--- config.mk ---
export PLATFORM = sky130hd
export DESIGN_NAME = itoh_tsujii_sequencer
export DESIGN_NICKNAME = d
export VERILOG_FILES = /design/src/rtl/itoh_tsujii_sequencer.sv
export SDC_FILE = /design/constraint.sdc
export NUM_CORES = 1
export LEC_CHECK = 0
export ABC_AREA = 1
export ABC_CLOCK_PERIOD_IN_PS = 1400
export CORE_AREA = 3 3 40 42
export DETAILED_ROUTE_END_ITERATION = 8
export DIE_AREA = 0 0 43 45
export PLACE_DENSITY = 0.54
export SLEW_MARGIN = 30
export SYNTH_ARGS = -nofsm -noshare
export SYNTH_HDL_FRONTEND = slang
export SYNTH_SLANG_ARGS = --single-unit
--- constraint.sdc ---
create_clock -name CLK -period 1.4 [get_ports CLK]
set_input_delay 0.14 -clock CLK [delete_from_list [all_inputs] [get_ports CLK]]
set_output_delay 0.14 -clock CLK [all_outputs]
set_load 0.01 [all_outputs]
--- src/rtl/itoh_tsujii_sequencer.sv ---
// Control sequencer for an Itoh-Tsujii field inversion: a^-1 = a^126 in five multiply steps.
// Optional bank writes of intermediate betas are enabled by defining ITOH_STORE_BETA_EN.
module itoh_tsujii_sequencer #(
   parameter int unsigned AUTO_RESTART = 0,
   parameter int unsigned DONE_PULSE   = 1
) (
   input  logic       CLK,
   input  logic       RST_N,
   input  logic       start,
   input  logic       a_is_zero,
   output logic       busy,
   output logic       done,
   output logic       zero_err,
   output logic       en,
   output logic [1:0] sel_mux1,
   output logic [1:0] sel_mux2,
   output logic [1:0] n_cascade,
   output logic [1:0] sel_read,
   output logic [1:0] sel_write,
   output logic       store_we
);

   typedef enum logic [2:0] {
      StIdle  = 3'd0,
      StSq    = 3'd1,
      StMulA  = 3'd2,
      StSqMul = 3'd3,
      StCasc3 = 3'd4,
      StFinal = 3'd5,
      StDone  = 3'd6
   } state_e;

   state_e r_state;
   state_e w_state_nxt;
   logic   r_zero_err;
   logic   w_zero_err_nxt;
   logic   r_armed;
   logic   w_accept;

   // r_armed blocks a start on the first edge after reset release
   always_ff @(posedge CLK or negedge RST_N) begin
      if (!RST_N) begin
         r_state    <= StIdle;
         r_zero_err <= 1'b0;
         r_armed    <= 1'b0;
      end else begin
         r_state    <= w_state_nxt;
         r_zero_err <= w_zero_err_nxt;
         r_armed    <= 1'b1;
      end
   end

   always_comb begin
      w_state_nxt    = r_state;
      w_zero_err_nxt = r_zero_err;
      w_accept       = 1'b0;
      case (r_state)
         StIdle:  w_accept = start & r_armed;
         StSq:    w_state_nxt = StMulA;
         StMulA:  w_state_nxt = StSqMul;
         StSqMul: w_state_nxt = StCasc3;
         StCasc3: w_state_nxt = StFinal;
         StFinal: w_state_nxt = StDone;
         StDone: begin
            if (start) begin
               if (AUTO_RESTART != 0) begin
                  w_accept = 1'b1;
               end else begin
                  w_state_nxt = StIdle;
               end
            end else if (DONE_PULSE != 0) begin
               w_state_nxt = StIdle;
            end
         end
         default: w_state_nxt = StIdle;
      endcase
      // A zero operand has no inverse: report it and skip the chain entirely
      if (w_accept) begin
         w_state_nxt    = a_is_zero ? StDone : StSq;
         w_zero_err_nxt = a_is_zero;
      end
   end

   always_comb begin
      en        = 1'b0;
      sel_mux1  = 2'd0;
      sel_mux2  = 2'd0;
      n_cascade = 2'd0;
      sel_read  = 2'd0;
      case (r_state)
         StSq: begin
            en = 1'b1;
         end
         StMulA: begin
            en       = 1'b1;
            sel_mux2 = 2'd2;
         end
         StSqMul: begin
            en        = 1'b1;
            sel_mux2  = 2'd1;
            n_cascade = 2'd1;
         end
         StCasc3: begin
            en        = 1'b1;
            sel_mux1  = 2'd2;
            sel_mux2  = 2'd1;
            n_cascade = 2'd3;
         end
         StFinal: begin
            en       = 1'b1;
            sel_mux1 = 2'd2;
            sel_mux2 = 2'd2;
         end
         default: ;
      endcase
   end

`ifdef ITOH_STORE_BETA_EN
   // Bank captures the result register before the same-cycle update, so each write
   // stores the previous step's beta
   always_comb begin
      store_we  = 1'b1;
      sel_write = 2'd0;
      case (r_state)
         StMulA, StSqMul: sel_write = 2'd1;
         StCasc3:         sel_write = 2'd2;
         StFinal:         sel_write = 2'd3;
         default:         store_we  = 1'b0;
      endcase
   end
`else
   assign store_we  = 1'b0;
   assign sel_write = 2'd0;
`endif

   assign busy     = r_state inside {StSq, StMulA, StSqMul, StCasc3, StFinal};
   assign done     = (r_state == StDone);
   assign zero_err = r_zero_err;

endmodule

Yosys cells after proc, flatten, opt, wreduce, memory -nomap -nowiden
Cells that the tools add are included.
Word-level totals
  flip-flop bits (word level): 5
  input port bits: 4
  word-level logic and storage cells: 25
Operators by class
  equal/unequal tests: 7
  muxes and demuxes: 8
  bitwise gates (word level): 1
  reductions and logical operators: 6
Operator list (count)
  $pmux 3 s6: 1
  $eq 3x3->1 const B: 3
  $pmux 2 s2: 2
  $eq 3x2->1 const B: 2
  $mux 3: 2
  $reduce_or 2->1: 3
  $reduce_bool 5->1: 1
  $reduce_or 5->1: 1
  $eq 3x1->1 const B: 1
  $logic_not 3->1: 1
  $mux 1: 2
  $mux 2: 1
  $ne 2x2->1 const B: 1
  $and 1x1->1: 1

Longest topological paths before layout
Gate-level depths: netlist (run 1).
  word-level depth: 3
  mapped depth: 5
  mapped depth without buffers: 5

Least setup slack after synthesis (run 1)
OpenSTA, ideal clock, no wires.
  kind: register to output
  start point: reg r_state[1]
  end point: out en
  data arrival time: 1.023 ns
  required time: 1.260 ns
  slack: 0.237 ns
  cell stages (with the launch flop): 5
  path buffers: 1
  path through: dfrtp_1 -> nor2_1 -> nand2_1 -> o211ai_1 -> buf_4
Between the ends
  longest elaborated chain between the ends: 3
  elaborated cells on any way between the ends: 7
Ends and longest elaborated chain
  from (decl): RTL line 33  | state_e r_state;
  from (signal assigned): RTL line 43  | r_state <= StIdle;
  from (signal assigned): RTL line 47  | r_state <= w_state_nxt;
  $eq 3x1->1 (tied with other cells): RTL line 90  | case (r_state)
  $reduce_or 5->1 (no line) *
  $mux 1 *: RTL line 90
  to (decl): RTL line 14  | output logic en,
Mark *: on every way between the ends. The rest lies on a longest branch, timed or not.

Worst setup path after layout (run 1)
Same ends and word-level chain as after synthesis.

==> results of run 1 <==
-- placed cells by master, fill, tap and decap left out --
cell             synthesis  routed
buf_2                    0       3
buf_4                    7       6
clkbuf_1                 0       1
clkbuf_2                 0       3
clkbuf_4                 0       3
clkdlybuf4s15_2          0       1
clkdlybuf4s50_1          0       4
conb_1                   2       7
dfrtp_1                  5       4
dfrtp_2                  0       1
dlygate4sd2_1            0       1
inv_1                    7       5
inv_2                    0       1
inv_4                    0       1
nand2_1                 11      10
nand2_4                  0       1
nand3_1                  2       1
nand3_2                  0       1
nand4_1                  2       2
nor2_1                   6       4
nor2_2                   0       1
nor2_4                   0       1
nor3_1                   1       1
o211ai_1                 1       1
o21ai_0                  3       2
o21ai_2                  0       1
-- timing repair --
action                                 CTS  global route
gates resized for setup                 19            20
endpoints found under the hold margin    0             0
gates cloned                             0             0
pin swaps                                0             1
setup endpoints to repair                8             6
-- report_power, final --
group	total [mW]	internal (mW)	switching (mW)
Sequential	0.262	0.203	0.0583
Clock	0.163	0.108	0.0553
Combinational	0.722	0.340	0.383
Total	1.15	0.651	0.497
-- logic make-up after synthesis --
kind of cell | Yosys count | synth area share
simple gates | 22 | 0.281
buf+inv | 14 | 0.242
flops | 5 | 0.385
compound gates | 4 | 0.0692
other cells | 2 | 0.0231
-- sequential cells by signal (all words and copies together), names as in the netlist --
| name | flops |
|---|---|
| r_armed | 1 |
| r_state | 3 |
| zero_err | 1 |
-- metal layers --
layer  up-vias  wire length, µm  GRT usage
li1        173                -          -
met1       134              283     0.0862
met2        12              332      0.117
met3         2               62     0.0279
met4         0                6     0.0904
met5         -                0          0
-- cell type report --
cell class	count	area, µm²
Timing Repair Buffer	18	135
Clock buffer	4	26.3
Tap cell	15	18.8
Multi-Input combinational cell	33	166
Sequential cell	5	126
Fill cell	135	783
Inverter	7	28.8
-- final timing paths --
kind,slack (ns),endpoint,depth (start not counted),start
max,0.08,en,4,r_state[1]
min,0.11,r_state[0],1,RST_N
max reg2reg,0.36,zero_err,4,r_state[1]
min reg2reg,0.47,zero_err,2,zero_err
max in group asynchronous,1.09,r_state[1],1,RST_N
min in group CLK,0.47,zero_err,2,zero_err
-- worst reg2reg max path: stages (launching register included) --
cell     delay, ns
dfrtp_2       0.45
nor2_2        0.14
buf_4         0.13
nand4_1       0.15
nand2_1       0.11
-- through the flow --
stage | cells | setup TNS [ns]
after global routing | 82 | 0
after detailed placement | 78 | -0.294
after floorplan | 52 | 0
after CTS | 82 | -0.00748
after global placement | 78 | -0.297
final | 82 | 0
==> impl_metrics.tcl, run 1 <==
set metrics [dict create \
    status "complete, no violations" \
    worstSkewPairLatency_ns 0.24 \
    cts_buffers 3 \
    cp_data_required_time_ns 1.26 \
    period_share 0.941 \
    leakagePower_nw 0.284 \
    hp-class "primary input to async pin" \
    cp_slowest_cell "dfrtp_2" \
    placedInstanceArea_um2 475 \
    clock-sinks 5 \
    fin_area_um2 502 \
    drt_wl_total_um 685 \
    synth_top_flop_cell "dfrtp_1" \
    yosys-top-cells-count "nand2_1, buf_4, inv_1" \
    gp_congestion 0.702 \
    worst_setup_path_end_kind "output port" \
    yosysWarnings 0 \
    hpwlAfterDp_um 561 \
    dr.pass1.iters 3 \
    p_per_area_nw_per_um2 2290 \
    synth_most_common_cell "nand2_1" \
    fin_nets 72 \
    die_h_um 45 \
    slew_viol_final 0 \
    synthCells 47 \
    setup_viol 0 \
    grt_pass1_wl_mm 1.08 \
    cp.arrival_ns 1.18 \
    synthToLayoutAreaGrowth_pct 54.2 \
    dieWidth_um 43 \
    max_freq_ghz 0.759 \
    grt_use_total 0.0805 \
    ant_nets 0 \
    synth_area_leaders "dfrtp_1, buf_4, nand2_1" \
    grt_overflow 0 \
    rows 13 \
    post-route-min-period_ns 1.32 \
    skew_ns 0.00149 \
    syn_avg_cell_area_um2 6.92 \
    ir_worst_vdd_uv 915 \
    crit_chain "nor2_2 -> nand2_1 -> o211ai_1 -> buf_2" \
    antennaDiodeCount 0 \
    drtIter0Drc 1 \
    fin_util 0.390 \
    vias 321 \
    drive_gt1_frac 0.358 \
    pin_count 19 \
    synth_area_um2 325 \
    worst_setup_path_start_kind "flop" \
    clk_pin_slew_ns 0.04 \
    slowest_delay_ns 0.45 \
    pre_cts_ws_ns -0.0825 \
    post_cts_buffers 0 \
    cts_tree "done" \
    clockBufferDepth 2 \
    ys_types 11 \
    hold_viol_final 0 \
    yosysTopAreaCell "dfrtp_1" \
    drc 0 \
    whs_ns 0.114 \
    ys_async_sr_fraction 1.00 \
    totalPowerFinal_mw 1.15 \
    grt_max_degree 7 \
    cts_max_level 1 \
    synth_seq_cells 5 \
    viasPerCell 3.91 \
    crit_family "flip-flops" \
    yosysTopAreaCellShare 0.385 \
    holdBufCountCts 0 \
    worstPathMaxFanout 5 \
    crit_buf_inv 1 \
    grt_antenna_before_repair 0 \
    core_region_area_um2 1280 \
    synth-seq-area-share 0.385 \
    port_buffers 12 \
    start_util 0.253 \
    grt_pass1_vias 281 \
    max-cap-violations 0 \
    synth_edf_count 0 \
    fin_ws_ns 0.0832 \
    rsz0062_at_grt "no" \
    clockRootBuffer "clkbuf_4" \
    wire_per_inst_um 8.35 \
    dieArea_um2 1940 \
    path_class "flop to output port" \
]
Power figures use the tool's default switching activity.
==> run 2, diff against run 1 <==
PLACE_DENSITY = 0.66   (was 0.54)
==> impl_metrics.tcl, run 2 (synthesis gave the netlist of run 1 again) <==
set metrics [dict create \
    fin_util 0.381 \
    cp.arrival_ns 1.20 \
    cts_tree "done" \
    dieWidth_um 43 \
    path_class "flop to output port" \
    clockBufferDepth 2 \
    grt_antenna_before_repair 0 \
    placed_cells 79 \
    fin_nets 73 \
    post_cts_buffers 0 \
    placedInstanceArea_um2 483 \
    drtIter0Drc 9 \
    rows 13 \
    final_cell_mix "nand2_1, conb_1, buf_4" \
    fin_cells 83 \
    cp_data_required_time_ns 1.26 \
    drc 0 \
    p_per_area_nw_per_um2 2300 \
    die_h_um 45 \
    synthToLayoutAreaGrowth_pct 50.4 \
    worstSkewPairLatency_ns 0.24 \
    ir_worst_vdd_uv 775 \
    clock-sinks 5 \
    grt_use_total 0.0772 \
    antennaDiodeCount 0 \
    hold_viol_final 0 \
    cts_buffers 3 \
    port_buffers 12 \
    skew_ns 0.00319 \
    use_met2 0.120 \
    post-route-min-period_ns 1.34 \
    wire_per_inst_um 8.63 \
    grt_max_degree 7 \
    dieArea_um2 1940 \
    max_freq_ghz 0.749 \
    period_share 0.954 \
    largest_register_ffs 3 \
    grt_use_met3 0.0199 \
    fill_cells 150 \
    grt_pass1_wl_mm 1.11 \
    status "complete, no violations" \
    max-cap-violations 0 \
    worst_setup_path_end_kind "output port" \
    fin_setup_tns_ns 0 \
    clk_pin_slew_ns 0.04 \
    worstPathMaxFanout 5 \
    setup_viol 0 \
    pin_count 19 \
    holdBufCountCts 0 \
    ant_nets 0 \
    worst_setup_path_start_kind "flop" \
    leakagePower_nw 0.278 \
    drive_gt1_frac 0.338 \
    cts_max_level 1 \
    use_met1 0.0936 \
    viasPerCell 3.96 \
    rsz0062_at_grt "no" \
    gp_congestion 0.676 \
    clockRootBuffer "clkbuf_4" \
    slew_viol_final 0 \
    final_common_cell "nand2_1" \
    drt_wl_total_um 716 \
    start_util 0.253 \
    grt_pass1_vias 297 \
    hpwlAfterDp_um 581 \
    grt_overflow 0 \
    dr.pass1.iters 4 \
    regMostFlops "r_state" \
    grt-busiest-layer "met2" \
    fin_area_um2 489 \
    totalPowerFinal_mw 1.12 \
    core_region_area_um2 1280 \
    hp-class "primary input to async pin" \
    vias 329 \
]
## run 2: cell type report
type	count	area (µm²)	share of cell area
Inverter	7	26.3	0.0537
Clock buffer	4	26.3	0.0537
Timing Repair Buffer	19	138	0.281
Multi-Input combinational cell	33	153	0.312
Tap cell	15	18.8	0.0384
Sequential cell	5	128	0.261
## run 2: through the flow
stage	hold WS, ns	worst slack [ns]
after floorplan	-0.156	0.237
after global placement	0.376	-0.0954
after detailed placement	0.372	-0.0970
after CTS	0.111	-0.00915
after global routing	0.127	0.00125
final	0.115	0.0645
## run 2: worst paths after layout
path / startpoint / end / slack (ns) / cells past startpoint
setup / recovery: r_state[1] / sel_mux1[1] / 0.06 / 4
hold / removal: RST_N / r_armed / 0.12 / 1
setup reg to reg: r_state[0] / r_state[1] / 0.40 / 6
hold reg to reg: zero_err / zero_err / 0.48 / 2
max in group asynchronous: RST_N / r_state[1] / 1.08 / 1
min in group CLK: zero_err / zero_err / 0.48 / 2
## run 2: report_power, final
part	switching (mW)	internal [mW]	total (mW)
clock	0.0548	0.107	0.162
combinational	0.353	0.330	0.682
sequential	0.0741	0.206	0.280
total	0.482	0.643	1.12
## run 2: timing repair
action,CTS,global route
cloned,0,0
endpoints found under the setup margin,8,7
pin swaps,0,0
gates resized for setup,21,15
## run 2: per-layer routing
layer  up-vias  part of all wire
met2        11              0.52
met1       146              0.39
li1        172                 -
met4         0                 0
met5         -                 0
met3         0             0.089
## run 2: worst max-delay path, cell delays in order, from the launching register on
cell and delay [ns]:
dfrtp_2 0.44, inv_1 0.10, nand2_1 0.09, inv_1 0.09
clkdlybuf4s15_1 0.24
==> run 3, diff against run 2 <==
--- a/constraint.sdc
+++ b/constraint.sdc
@@ -3,2 +3,2 @@
 set_output_delay 0.14 -clock CLK [all_outputs]
-set_load 0.01 [all_outputs]
+set_load 0.005 [all_outputs]
==> impl_metrics.tcl, run 3 (synthesis gave the netlist of run 1 again) <==
set metrics [dict create \
    setup_viol 0 \
    wire_per_inst_um 9.79 \
    clk_pin_slew_ns 0.04 \
    max_freq_ghz 0.758 \
    skew_ns 0.00356 \
    antennaDiodeCount 0 \
    grt_pass1_vias 331 \
    intPower_mw 0.712 \
    placed_cells 78 \
    worst_setup_path_start_kind "flop" \
    rsz0062_at_grt "yes" \
    regMostFlops "r_state" \
    drtIter0Drc 2 \
    grt_pass1_wl_mm 1.32 \
    final_common_cell "nand2_1" \
    p_seq_frac 0.221 \
    post-route-min-period_ns 1.32 \
    worstSkewPairLatency_ns 0.24 \
    cp.arrival_ns 1.18 \
    viasPerCell 4.08 \
    dieWidth_um 43 \
    drive_gt1_frac 0.371 \
    pwr-share-comb 0.639 \
    grt_use_total 0.0956 \
    port_buffers 12 \
    cts_tree "done" \
    hold_viol_final 0 \
    dr.pass1.iters 4 \
    dieArea_um2 1940 \
    swShare 0.395 \
    clkPwrFrac 0.140 \
    pin_count 19 \
    pre_cts_ws_ns -0.0802 \
    fin_ws_ns 0.0802 \
    worstPathMaxFanout 4 \
    fin_cells 85 \
    p_per_area_nw_per_um2 2220 \
    hp-class "primary input to async pin" \
    synthToLayoutAreaGrowth_pct 62.7 \
    gp_congestion 0.683 \
    cts_max_level 1 \
    p_sw_mw 0.465 \
    clock-sinks 5 \
    path_class "flop to output port" \
    clockRootBuffer "clkbuf_4" \
    slew_viol_final 0 \
    grt_max_degree 7 \
    core_region_area_um2 1280 \
    grt_overflow 0 \
    max-cap-violations 0 \
    die_h_um 45 \
    largest_register_ffs 3 \
    drt_wl_total_um 832 \
    vias 347 \
    clockBufferDepth 2 \
    cts_buffers 3 \
    period_share 0.943 \
    rows 13 \
    grt_antenna_before_repair 0 \
    hpwlAfterDp_um 581 \
    worst_setup_path_end_kind "output port" \
    fin_nets 75 \
    status "complete, no violations" \
    leakagePower_nw 0.311 \
    cp_data_required_time_ns 1.26 \
    ir_worst_vdd_uv 846 \
    drc 0 \
    start_util 0.253 \
    final_cell_mix "nand2_1, conb_1, buf_4" \
    ant_nets 0 \
    whs_ns 0.114 \
]
[run 3: changes by cell type in the layout (fill, tap and decap cells not counted), moves of 2 or more]
cell,delta
buf_6,+3
inv_1,-3
dlygate4sd2_1,+2
inv_2,+2
clkbuf_2,-3
[run 3: final timing paths]
| check | startpoint | to | slack (ns) | cells after the start |
|---|---|---|---|---|
| worst max-delay path | r_state[1] | en | 0.08 | 5 |
| worst min-delay path | RST_N | r_armed | 0.11 | 1 |
| worst max register to register | r_state[1] | r_state[2] | 0.32 | 6 |
| worst min register to register | zero_err | zero_err | 0.49 | 2 |
| max in group asynchronous | RST_N | r_state[0] | 1.09 | 1 |
| min in group CLK | zero_err | zero_err | 0.49 | 2 |
[run 3: per-stage QoR]
stage           util  cell area, µm²  power [mW]   TNS, ns
2_1_floorplan      -             344       0.549         0
3_3_place_gp   0.370             475       0.944    -0.152
3_5_place_dp   0.370             475       0.958    -0.230
4_1_cts        0.400             514        1.14    -0.121
5_1_grt        0.412             529        1.29  -0.00480
6_report       0.412             529        1.18         0
[run 3: area by class of cell]
type                       instances  area, µm²
inverter                           7       28.8
timing repair buffer              21        174
sequential                         5        126
clock buffer                       4       26.3
multi-input combinational         33        155
fill                             150        756
tap                               15       18.8
[run 3: power groups by stage]
stage	registers, mW	logic [mW]	clock network (mW)
detailed placement	0.252	0.706	0
global placement	0.248	0.696	0
finish	0.261	0.752	0.164
floorplan	0.245	0.304	0
global route	0.265	0.848	0.176
CTS	0.243	0.721	0.175
[run 3: timing repair]
| action | 4_1_cts | 5_1_grt |
|---|---|---|
| setup buffers | 3 | 0 |
| hold buffers | 0 | 0 |
| pin swaps | 1 | 2 |
| setup endpoints to repair | 8 | 6 |
| gates resized for setup | 29 | 9 |
| gates cloned | 0 | 0 |
[run 3: metal layers]
metal  GRT usage  vias up  part of all wire  wire (µm)
met5           0        -                 0          0
li1            -      180                 -          -
met4      0.0723        0             0.019         16
met2       0.180       13              0.53        444
met1      0.0887      152              0.36        300
met3      0.0239        2             0.084         70
[run 3: critical path: stages (launching register included)]
cell and delay [ns]:
dfrtp_1 0.39, buf_6 0.14, nor2_4 0.09, nand2_2 0.07
o211ai_1 0.10, buf_2 0.15
